<file path="src/rtl/exwb_stage_skid.sv">
// EX->WB pipeline stage with valid/ready handshake, 2-entry skid buffer,
// synchronous flush, bubble gating of control bits and a saturating stall counter.
//
// Ports:
//   clk, rst_n        clock, asynchronous active-low reset
//   flush             drop held entries and the same-cycle input
//   in_valid/in_ready upstream handshake (in_ready depends only on state)
//   in_alu/in_datamem/in_addr/in_rd/in_ctrl   incoming payload
//   out_valid/out_ready  downstream handshake
//   out_alu/out_datamem/out_addr/out_rd/out_ctrl  head-entry payload
//   stall_cnt         cycles with out_valid & !out_ready, saturating
module exwb_stage_skid #(
    parameter int DATA_W      = 32,
    parameter int RD_W        = 6,
    parameter int CTRL_W      = 9,
    parameter int STALL_CNT_W = 16
) (
    input  logic                   clk,
    input  logic                   rst_n,
    input  logic                   flush,
    input  logic                   in_valid,
    output logic                   in_ready,
    input  logic [DATA_W-1:0]      in_alu,
    input  logic [DATA_W-1:0]      in_datamem,
    input  logic [DATA_W-1:0]      in_addr,
    input  logic [RD_W-1:0]        in_rd,
    input  logic [CTRL_W-1:0]      in_ctrl,
    output logic                   out_valid,
    input  logic                   out_ready,
    output logic [DATA_W-1:0]      out_alu,
    output logic [DATA_W-1:0]      out_datamem,
    output logic [DATA_W-1:0]      out_addr,
    output logic [RD_W-1:0]        out_rd,
    output logic [CTRL_W-1:0]      out_ctrl,
    output logic [STALL_CNT_W-1:0] stall_cnt
);

    localparam int PW = 3 * DATA_W + RD_W + CTRL_W;

    typedef enum logic [1:0] {
        EMPTY = 2'd0,
        HALF  = 2'd1,
        FULL  = 2'd2
    } state_t;

    state_t                 state_q;
    logic [PW-1:0]          head_q;
    logic [PW-1:0]          skid_q;
    logic [STALL_CNT_W-1:0] stall_q;

    logic [PW-1:0] in_pl;
    logic          accept;
    logic          drain;

    assign in_pl = {in_alu, in_datamem, in_addr, in_rd, in_ctrl};

    // Both handshake outputs come straight from the state register, so
    // there is no combinational path from out_ready to in_ready.
    assign in_ready  = (state_q != FULL);
    assign out_valid = (state_q != EMPTY);

    assign accept = in_valid & in_ready & ~flush;
    assign drain  = out_valid & out_ready;

    always_ff @(posedge clk or negedge rst_n) begin
        if (!rst_n) begin
            state_q <= EMPTY;
            head_q  <= '0;
            skid_q  <= '0;
            stall_q <= '0;
        end else begin
            if (out_valid && !out_ready && !(&stall_q)) begin
                stall_q <= stall_q + {{(STALL_CNT_W-1){1'b0}}, 1'b1};
            end
            if (flush) begin
                state_q <= EMPTY;
            end else begin
                unique case (state_q)
                    EMPTY: begin
                        if (accept) begin
                            head_q  <= in_pl;
                            state_q <= HALF;
                        end
                    end
                    HALF: begin
                        if (accept && drain) begin
                            head_q <= in_pl;
                        end else if (accept) begin
                            skid_q  <= in_pl;
                            state_q <= FULL;
                        end else if (drain) begin
                            state_q <= EMPTY;
                        end
                    end
                    FULL: begin
                        if (drain) begin
                            head_q  <= skid_q;
                            state_q <= HALF;
                        end
                    end
                    default: state_q <= EMPTY;
                endcase
            end
        end
    end

    assign out_alu     = head_q[PW-1 -: DATA_W];
    assign out_datamem = head_q[PW-DATA_W-1 -: DATA_W];
    assign out_addr    = head_q[PW-2*DATA_W-1 -: DATA_W];
    assign out_rd      = head_q[CTRL_W +: RD_W];
    // Bubbles must never write registers or take a branch.
    assign out_ctrl    = out_valid ? head_q[CTRL_W-1:0] : '0;
    assign stall_cnt   = stall_q;

endmodule

</file>
<file path="config.mk">
export PLATFORM = sky130hd
export DESIGN_NAME = exwb_stage_skid
export DESIGN_NICKNAME = d
export VERILOG_FILES = /design/src/rtl/exwb_stage_skid.sv
export SDC_FILE = /design/constraint.sdc
export NUM_CORES = 1
export LEC_CHECK = 0
export CELL_PAD_IN_SITES_DETAIL_PLACEMENT = 1
export CELL_PAD_IN_SITES_GLOBAL_PLACEMENT = 2
export CORE_ASPECT_RATIO = 1.4
export CORE_MARGIN = 1.5
export CORE_UTILIZATION = 39
export CTS_BUF_LIST = sky130_fd_sc_hd__clkbuf_8
export DETAILED_ROUTE_END_ITERATION = 12
export MAX_ROUTING_LAYER = met4
export PLACE_DENSITY = 0.89
export SETUP_SLACK_MARGIN = 0.3
export SYNTH_ARGS = -nofsm -noshare
export SYNTH_HDL_FRONTEND = slang
export SYNTH_SLANG_ARGS = --single-unit
export TNS_END_PERCENT = 30
</file>
<file path="constraint.sdc">
create_clock -name clk -period 3.06 [get_ports clk]
set_input_delay 0.306 -clock clk [delete_from_list [all_inputs] [get_ports clk]]
set_output_delay 0.306 -clock clk [all_outputs]
set_load 0.05 [all_outputs]
</file>
-- Yosys cells after proc, flatten, opt, wreduce, memory -nomap -nowiden
Index checks and enable logic that the tools add are counted.
- register bits: 240
- output and inout bits: 129
- input port bits: 116
- logic and storage cells: 44
- eq/ne operators: 10
- mux-type cells: 12
- reduce and logical (&&, ||, !) cells: 12
- $add $sub $neg: 1
- bitwise logic cells: 5
- operators with widths (operator ; count):
    $mux W111 ; 3
    $pmux W111 S3 ; 1
    $add A16 B1 Y16 const B ; 1
    $reduce_and A16 Y1 ; 1
    $mux W2 ; 6
    $mux W9 ; 1
    $ne A3 B3 Y1 const B ; 3
    $ne A2 B2 Y1 const B ; 4
    $reduce_and A4 Y1 ; 2
    $pmux W2 S3 ; 1
    $reduce_and A5 Y1 ; 1
    $ne A4 B4 Y1 const B ; 1
    $and A1 B1 Y1 ; 3
    $logic_and A1 B1 Y1 ; 3
    $reduce_bool A3 Y1 ; 1
    $eq A2 B1 Y1 const B ; 1
    $eq A2 B2 Y1 const B ; 1
    $logic_not A1 Y1 ; 2
    $logic_not A2 Y1 ; 1
    $not A1 Y1 ; 2
    $reduce_bool A2 Y1 ; 1

-- Longest topological paths before layout
Gate-level depths: netlist of run 1.
- word-level depth: 7
- depth in mapped cells: 6
- mapped depth without buffers: 5

-- Worst setup path before layout of run 1
Ideal clock, no wire load.
- path kind: flip-flop to flip-flop
- start: register stall_q[0], in the netlist stall_cnt[0]
- end: register stall_q[1], in the netlist stall_cnt[1]
- data arrival time: 1.923 ns
- stages on the path, launching flop included: 7
- clock period less this slack: 2.051 ns
- buffers on the path: 1
- data required time: 2.932 ns
- library setup time: 0.128 ns
- path slack: 1.009 ns
- path through: dfrtp_1 -> ha_1 -> nand3_1 -> nor4_2 -> buf_4 -> nor2_1 -> mux2_1
- longest elaborated chain between the ends: 3
- elaborated cells on any way between the ends: 4
- classes of those cells: add/sub (1); reduce/logical (3)
- ends and longest elaborated chain (what ; RTL line ; text):
    from (decl) ; 49 ; logic [STALL_CNT_W-1:0] stall_q;
    from (signal assigned) ; 73 ; stall_q <= stall_q + {{(STALL_CNT_W-1){1'b0}}, 1'b1};
    parallel branches: the longest is 3 deep, another holds $add A16 B1 Y16 ; -- ;
Several ways; the timed one is not identified.
A chain may end at the register's enable or synchronous reset.

-- Final worst setup path of run 1
- start: register state_q[0]
- end: output out_ctrl[2]
- longest elaborated chain between the ends: 2
- ends and longest elaborated chain (what ; RTL line ; text):
    from (decl) ; 46 ; state_t state_q;
    from (signal assigned) ; 67 ; state_q <= EMPTY;
    from (signal assigned) ; 76 ; state_q <= EMPTY;
    from (signal assigned) ; 82 ; state_q <= HALF;
    $reduce_bool A2 Y1 ; 60 ; assign out_valid = (state_q != EMPTY);
    $mux W9 ; 112 ; assign out_ctrl = out_valid ? head_q[CTRL_W-1:0] : '0;
    to (decl) ; 34 ; output logic [CTRL_W-1:0] out_ctrl,
No other way between the ends.

==> summary.txt, run 1 <==
drt pass-1 iters: 4
Starting Density: 39.5%
Wirelength per Cell: 18.3 um
Final Slew Violations: 0
CP max stage delay: 0.74 ns
clk root buf: clkbuf_8
Rel. slew slack: 34.7%
Worst EP required: 2.75 ns
first-pass GRT wire length: 39400 um
unrepaired setup endpoints after global routing: true
maximum vdd ir drop: 0.454 mV
# rows: 74
Synth Warn #: 0
# nets final: 1077
Setup crit start kind: register
RR Startpoint: state_q[1]
Distinct cells, synth: 32
post-route DRC violation count: 0
Synth Area in Simple Gates: 2.99%
Critical Path AT: 2.33 ns
post-synthesis compound-gate area fraction: 0.218%
max cap viols: 0
Overall Power: 0.0100 W
IO Port Bufs: 244
final setup violation count: 0
initial DRC count: 171
WS Path Type: register to output port
worst-case reg-to-reg path depth: 5
Layout area overhead: 24.8%
Detailed Route WL: 25100 um
number of synthesized register bits: 240
syn avg cell area: 14.5 um2
placed cells: 1289
period utilization: 86.2%
Num CTS Buffers: 40
CORE AREA: 0.0291 mm2
num ports: 245
Worst-path clk slew: 0.06 ns
adder-cell share of the synthesized area: 0.109%
crit path time final: 2.64 ns
Pwr per Cell Area: 697 mW/mm2
Clock Skew: 0.0162 ns
post-DP HPWL: 16600 um
non-filler cells, final: 1368
grt ovf: 0
# clock sinks: 240
share of post-route cells with drive strength above 1: 35.9%
largest family of logic cells by synthesized area: multiplexers
Total GRT Usage: 16.9%
GPL Wtd Cong: 0.719
Final Hold Viols: 0
actual slew at the worst max-slew pin: 0.977 ns
sequential-to-total area share from yosys stat: 52.3%
antenna-violating nets left: 0
CP Max Fanout: 10
worst-skew pair later-pin latency: 0.53 ns
post-synthesis mux area share: 33.9%
FMAX: 379 MHz
Via-to-Cell Ratio: 4.85
CP Capture Type: output port
Buf/Inv on CP: 1
clk buf depth: 3
TritonCTS clock tree: built
worst r2r dst: head_q[98]
Crit-path slowest cell: clkdlybuf4s50_1
die width: 148 um
cell family with most CP delay: buffers and inverters
Cells after Synth: 795
CTS HTree Levels: 2
Synth Cell Area: 0.0115 mm2
vias: 6628
Hold WC Path Type: input pin to asynchronous set/reset pin
Leak: 6.15 nW
status: finished, final reports clean
crit-path cells: nor2_2, nor2b_1, clkdlybuf4s50_1
DIE HEIGHT: 206 um
Syn Nets: 912
die area: 0.0305 mm2
vias in the first global route: 7370
largest net degree at the start of global routing: 83
initial antenna violation count: 1
setup TNS: 0 ns
Post-Synth XOR/XNOR Area: 1.07%
Reg2Reg Setup Slack: 0.96 ns
==> power breakdown <==
group	switching (W)	leakage (nW)	internal, W	total, W
clock	0.00123	0.446	0.00134	0.00257
combinational	0.00173	2.79	0.00135	0.00308
sequential	0.000421	2.91	0.00393	0.00435
==> cell usage after synthesis (all sizes together) <==
library cell | n | area (um2)
and2 | 1 | 6.26
buf | 141 | 1070
or2 | 1 | 6.26
nor3b | 1 | 7.51
xnor2 | 3 | 26.3
inv | 3 | 11.3
xor2 | 11 | 96.3
nand2 | 7 | 26.3
nand4 | 5 | 37.5
a21oi | 2 | 10.0
and4 | 1 | 8.76
dfrtp | 240 | 6010
nor2b | 11 | 68.8
o21bai | 2 | 15.0
nand3 | 6 | 30.0
nor4 | 4 | 46.3
nor4bb | 1 | 10.0
nor3 | 7 | 40.0
nor2 | 9 | 33.8
or3b | 1 | 8.76
mux2 | 335 | 3880
or4b | 1 | 13.8
mux2i | 1 | 10.0
ha | 1 | 12.5
==> cells by family after synthesis <==
logic type,Yosys count
compound gates,4
xor+xnor,14
fa+ha+maj,1
buf+inv,144
flops,240
mux,336
simple gates,56
==> layout make-up <==
class / instances / area [um2]
fillers: 2941 / 14700
flip-flops and latches: 240 / 6010
multi-input cells: 411 / 4430
repair buffers: 264 / 2700
clock buffers: 45 / 619
well taps: 380 / 475
clock inverters: 24 / 95.1
inverters: 3 / 11.3
diodes: 1 / 2.50
==> through the flow <==
step | util [%] | worst slack (ns) | area [um2] | hold WS, ns
final | 49.3 | 0.423 | 14300 | 0.367
after global routing | 49.3 | 0.276 | 14300 | 0.384
after CTS | 49.1 | 0.289 | 14300 | 0.360
after detailed placement | 46.6 | 0.675 | 13600 | 0.361
after global placement | 46.6 | 0.747 | 13600 | 0.363
after floorplan | - | 1.01 | 11500 | 0.0104
==> layer usage <==
layer / track usage (%) / up-vias / routed length, um
met5: - / - / 0
met4: 6.47 / 0 / 726
met3: 3.71 / 47 / 1200
met2: 30.3 / 174 / 13500
met1: 18.1 / 3409 / 9660
li1: - / 2998 / -
==> flip-flops by register name, summed over array words and instances, names as in the netlist <==
register and count:
head_q 111, skid_q 111, stall_cnt 16, state_q 2
==> how the worst max path moves through the flow <==
stage                 start             to  slack [ns]  cells after the start
2_1_floorplan  stall_cnt[0]   stall_cnt[1]        1.01                      6
3_3_place_gp      out_ready  stall_cnt[15]        0.75                      5
3_5_place_dp      out_ready  stall_cnt[13]        0.68                      5
4_1_cts          state_q[1]       in_ready        0.29                      3
5_1_grt          state_q[0]    out_ctrl[2]        0.28                      3
6_report         state_q[0]    out_ctrl[2]        0.42                      3
==> layout by cell type, fill, tap and decap left out, types with 2 or more instances in the layout <==
master	instances
clkbuf_8	45
nand4_1	4
mux2_4	30
buf_4	11
mux2_1	61
a21oi_1	2
xnor2_1	3
clkdlybuf4s50_1	243
nor4_1	2
nand2_1	7
xor2_1	11
inv_1	23
mux2_2	244
clkinv_2	4
nor2_1	8
buf_12	8
nand3_1	5
dfrtp_1	240
nor3_1	6
nor2b_1	10
==> repair_timing <==
item                                   in CTS  in global routing
endpoints found under the hold margin      79                  0
setup buffers                               0                  8
hold buffers                                1                  0
resized for setup                           1                  0
setup endpoints to repair                  10                  5
(Power assumes the default switching activity.)
==> run 2, diff against run 1 <==
- CTS_BUF_LIST: sky130_fd_sc_hd__clkbuf_8 -> sky130_fd_sc_hd__clkbuf_4
- SETUP_SLACK_MARGIN: 0.3 -> 0.5
==> run 2 against run 1 <==
  * Critical path depth stayed put
  * Worst hold slack got worse by 0.14 ns
  * Clock power is essentially flat
  * Routed wire length down 0.40%
  * Utilization decreased by 0.13 points
  * Non-clock buffer count decreased by 7
  * Power down 0.20%
  * Setup slack lost 0.0012 ns
  * Clock skew grew 0.00056 ns
  * Register-to-register slack worse by 0.05 ns
  * Final cell count up 1.9%
  * First-iteration DRC count down 4.7%
  * Critical path type unchanged
  * Critical endpoint is now out_ctrl[3]
==> summary.txt, run 2 (synthesis gave the netlist of run 1 again) <==
Critical Path AT: 2.33 ns (about the same)
CP max stage delay: 0.81 ns (was 0.74 ns)
num ports: 245 (unchanged)
crit path time final: 2.64 ns (about the same)
largest net degree at the start of global routing: 83 (unchanged)
clk buf depth: 3 (unchanged)
GPL Wtd Cong: 0.719 (unchanged)
WS Path Type: register to output port (unchanged)
Worst EP required: 2.75 ns (about the same)
status: finished, final reports clean (unchanged)
Final Slew Violations: 0 (unchanged)
initial antenna violation count: 3 (was 1)
post-DP HPWL: 16600 um (unchanged)
wl on met1: 9500 um (was 9660 um)
Layout area overhead: 24.5% (was 24.8%)
worst-skew pair later-pin latency: 0.68 ns (was 0.53 ns)
area of the multi-input gates: 0.00444 mm2 (was 0.00443 mm2)
maximum vdd ir drop: 0.349 mV (was 0.454 mV)
fill count: 2981 (was 2941)
Wirelength per Cell: 17.9 um (was 18.3 um)
worst r2r dst: head_q[98] (unchanged)
placed cells: 1289 (unchanged)
share of post-route cells with drive strength above 1: 38.5% (was 35.9%)
antenna-violating nets left: 0 (unchanged)
Total GRT Usage: 16.9% (about the same)
period utilization: 86.2% (about the same)
Setup crit start kind: register (unchanged)
vias: 6738 (was 6628)
drt pass-1 iters: 4 (unchanged)
RR Startpoint: state_q[1] (unchanged)
Worst Setup SP: state_q[0] (unchanged)
FMAX: 379 MHz (about the same)
actual slew at the worst max-slew pin: 0.931 ns (was 0.977 ns)
most frequent cells in the layout: mux2_2 (244), dfrtp_1 (240), clkdlybuf4s50_1 (238), clkbuf_4 (91), mux2_1 (61) (was mux2_2 (244), clkdlybuf4s50_1 (243), dfrtp_1 (240), mux2_1 (61), clkbuf_8 (45))
non-filler cells, final: 1394 (was 1368)
worst-case reg-to-reg path depth: 5 (unchanged)
setup slack after layout: 0.422 ns (was 0.423 ns)
clk root buf: clkbuf_4 (was clkbuf_8)
Leak: 6.14 nW (was 6.15 nW)
Hold WS: 0.226 ns (was 0.367 ns)
final setup violation count: 0 (unchanged)
CP Max Fanout: 10 (unchanged)
Reg2Reg Setup Slack: 0.91 ns (was 0.96 ns)
Clock Skew: 0.0168 ns (was 0.0162 ns)
met3 wire length: 1330 um (was 1200 um)
crit-path cells: nor2_4, nor2b_1, clkdlybuf4s50_1 (was nor2_2, nor2b_1, clkdlybuf4s50_1)
grt ovf: 0 (unchanged)
Rel. slew slack: 37.8% (was 34.7%)
# rows: 74 (unchanged)
Detailed Route WL: 25000 um (was 25100 um)
Via-to-Cell Ratio: 4.83 (was 4.85)
Hold WC Path Type: input pin to asynchronous set/reset pin (unchanged)
CORE AREA: 0.0291 mm2 (unchanged)
Worst-path clk slew: 0.06 ns (about the same)
# nets final: 1090 (was 1077)
DIE HEIGHT: 206 um (unchanged)
Crit-path slowest cell: clkdlybuf4s50_1 (unchanged)
CP Capture Type: output port (unchanged)
routed wl met2: 13400 um (was 13500 um)
die width: 148 um (unchanged)
post-route DRC violation count: 0 (unchanged)
max cap viols: 0 (unchanged)
unrepaired setup endpoints after global routing: true (unchanged)
cell family with most CP delay: buffers and inverters (unchanged)
CTS HTree Levels: 2 (unchanged)
TritonCTS clock tree: built (unchanged)
first-pass GRT wire length: 39500 um (was 39400 um)
Placement Setup Slack: 0.675 ns (unchanged)
Num CTS Buffers: 60 (was 40)
die area: 0.0305 mm2 (unchanged)
Final Instance Area: 0.0143 mm2 (about the same)
IO Port Bufs: 244 (unchanged)
Final Hold Viols: 0 (unchanged)
most common cell after layout, fill and taps aside: mux2_2 (unchanged)
setup TNS: 0 ns (unchanged)
Buf/Inv on CP: 1 (unchanged)
initial DRC count: 163 (was 171)
Starting Density: 39.5% (unchanged)
vias in the first global route: 7536 (was 7370)
Reg area: 0.00601 mm2 (unchanged)
DP Area: 0.0136 mm2 (unchanged)
# clock sinks: 240 (unchanged)
Pwr per Cell Area: 698 mW/mm2 (was 697 mW/mm2)
DR top layer: met4 (unchanged)
## run 2: cell types whose count changed in the layout (fill, tap and decap cells not counted), moves of 2 or more
cell             change
buf_4                -7
clkbuf_4            +91
clkbuf_8            -45
clkdlybuf4s50_1      -5
clkinv_1             +9
clkinv_2             -4
diode_2              +2
dlygate4sd2_1        +3
dlymetal6s2s_1       +2
inv_1               -20
## run 2: worst max-delay path by stage
stage	end	slack (ns)	cells past startpoint
finish	out_ctrl[3]	0.42	3
global route	out_ctrl[4]	0.24	3
CTS	out_ctrl[5]	0.29	3
detailed placement	stall_cnt[13]	0.68	5
global placement	stall_cnt[15]	0.75	5
floorplan	stall_cnt[1]	1.01	6
## run 2: per-layer routing
layer  vias to the layer above  track usage [%]
li1                       3066                -
met1                      3436             17.7
met2                       187             30.3
met3                        49             4.24
met4                         0             7.00
met5                         -                -
## run 2: final cells by class
class / count / share of cell area [%]
clock buffers: 91 / 4.78
clock inverters: 9 / 0.236
multi-input cells: 411 / 31.0
inverters: 3 / 0.0787
repair buffers: 257 / 18.5
well taps: 380 / 3.32
diodes: 3 / 0.0525
flip-flops and latches: 240 / 42.0
## run 2: what timing repair did
item / CTS / global route
hold buffers: 1 / 0
endpoints found under the setup margin: 11 / 9
endpoints found under the hold margin: 79 / 0
buffers inserted: 1 / 0
cloned: 0 / 0
resized for setup: 5 / 2
## run 2: metrics by stage
| stage | utilization (%) | total power [W] |
|---|---|---|
| global placement | 46.6 | 0.00740 |
| CTS | 49.2 | 0.0102 |
| finish | 49.2 | 0.00998 |
| floorplan | - | 0.00674 |
| global route | 49.2 | 0.0105 |
| detailed placement | 46.6 | 0.00752 |
## run 2: power breakdown
group | internal, W | total, W | switching, W
sequential | 0.00392 | 0.00434 | 0.000420
clock | 0.00133 | 0.00256 | 0.00123
combinational | 0.00134 | 0.00308 | 0.00173
total | 0.00660 | 0.00998 | 0.00338
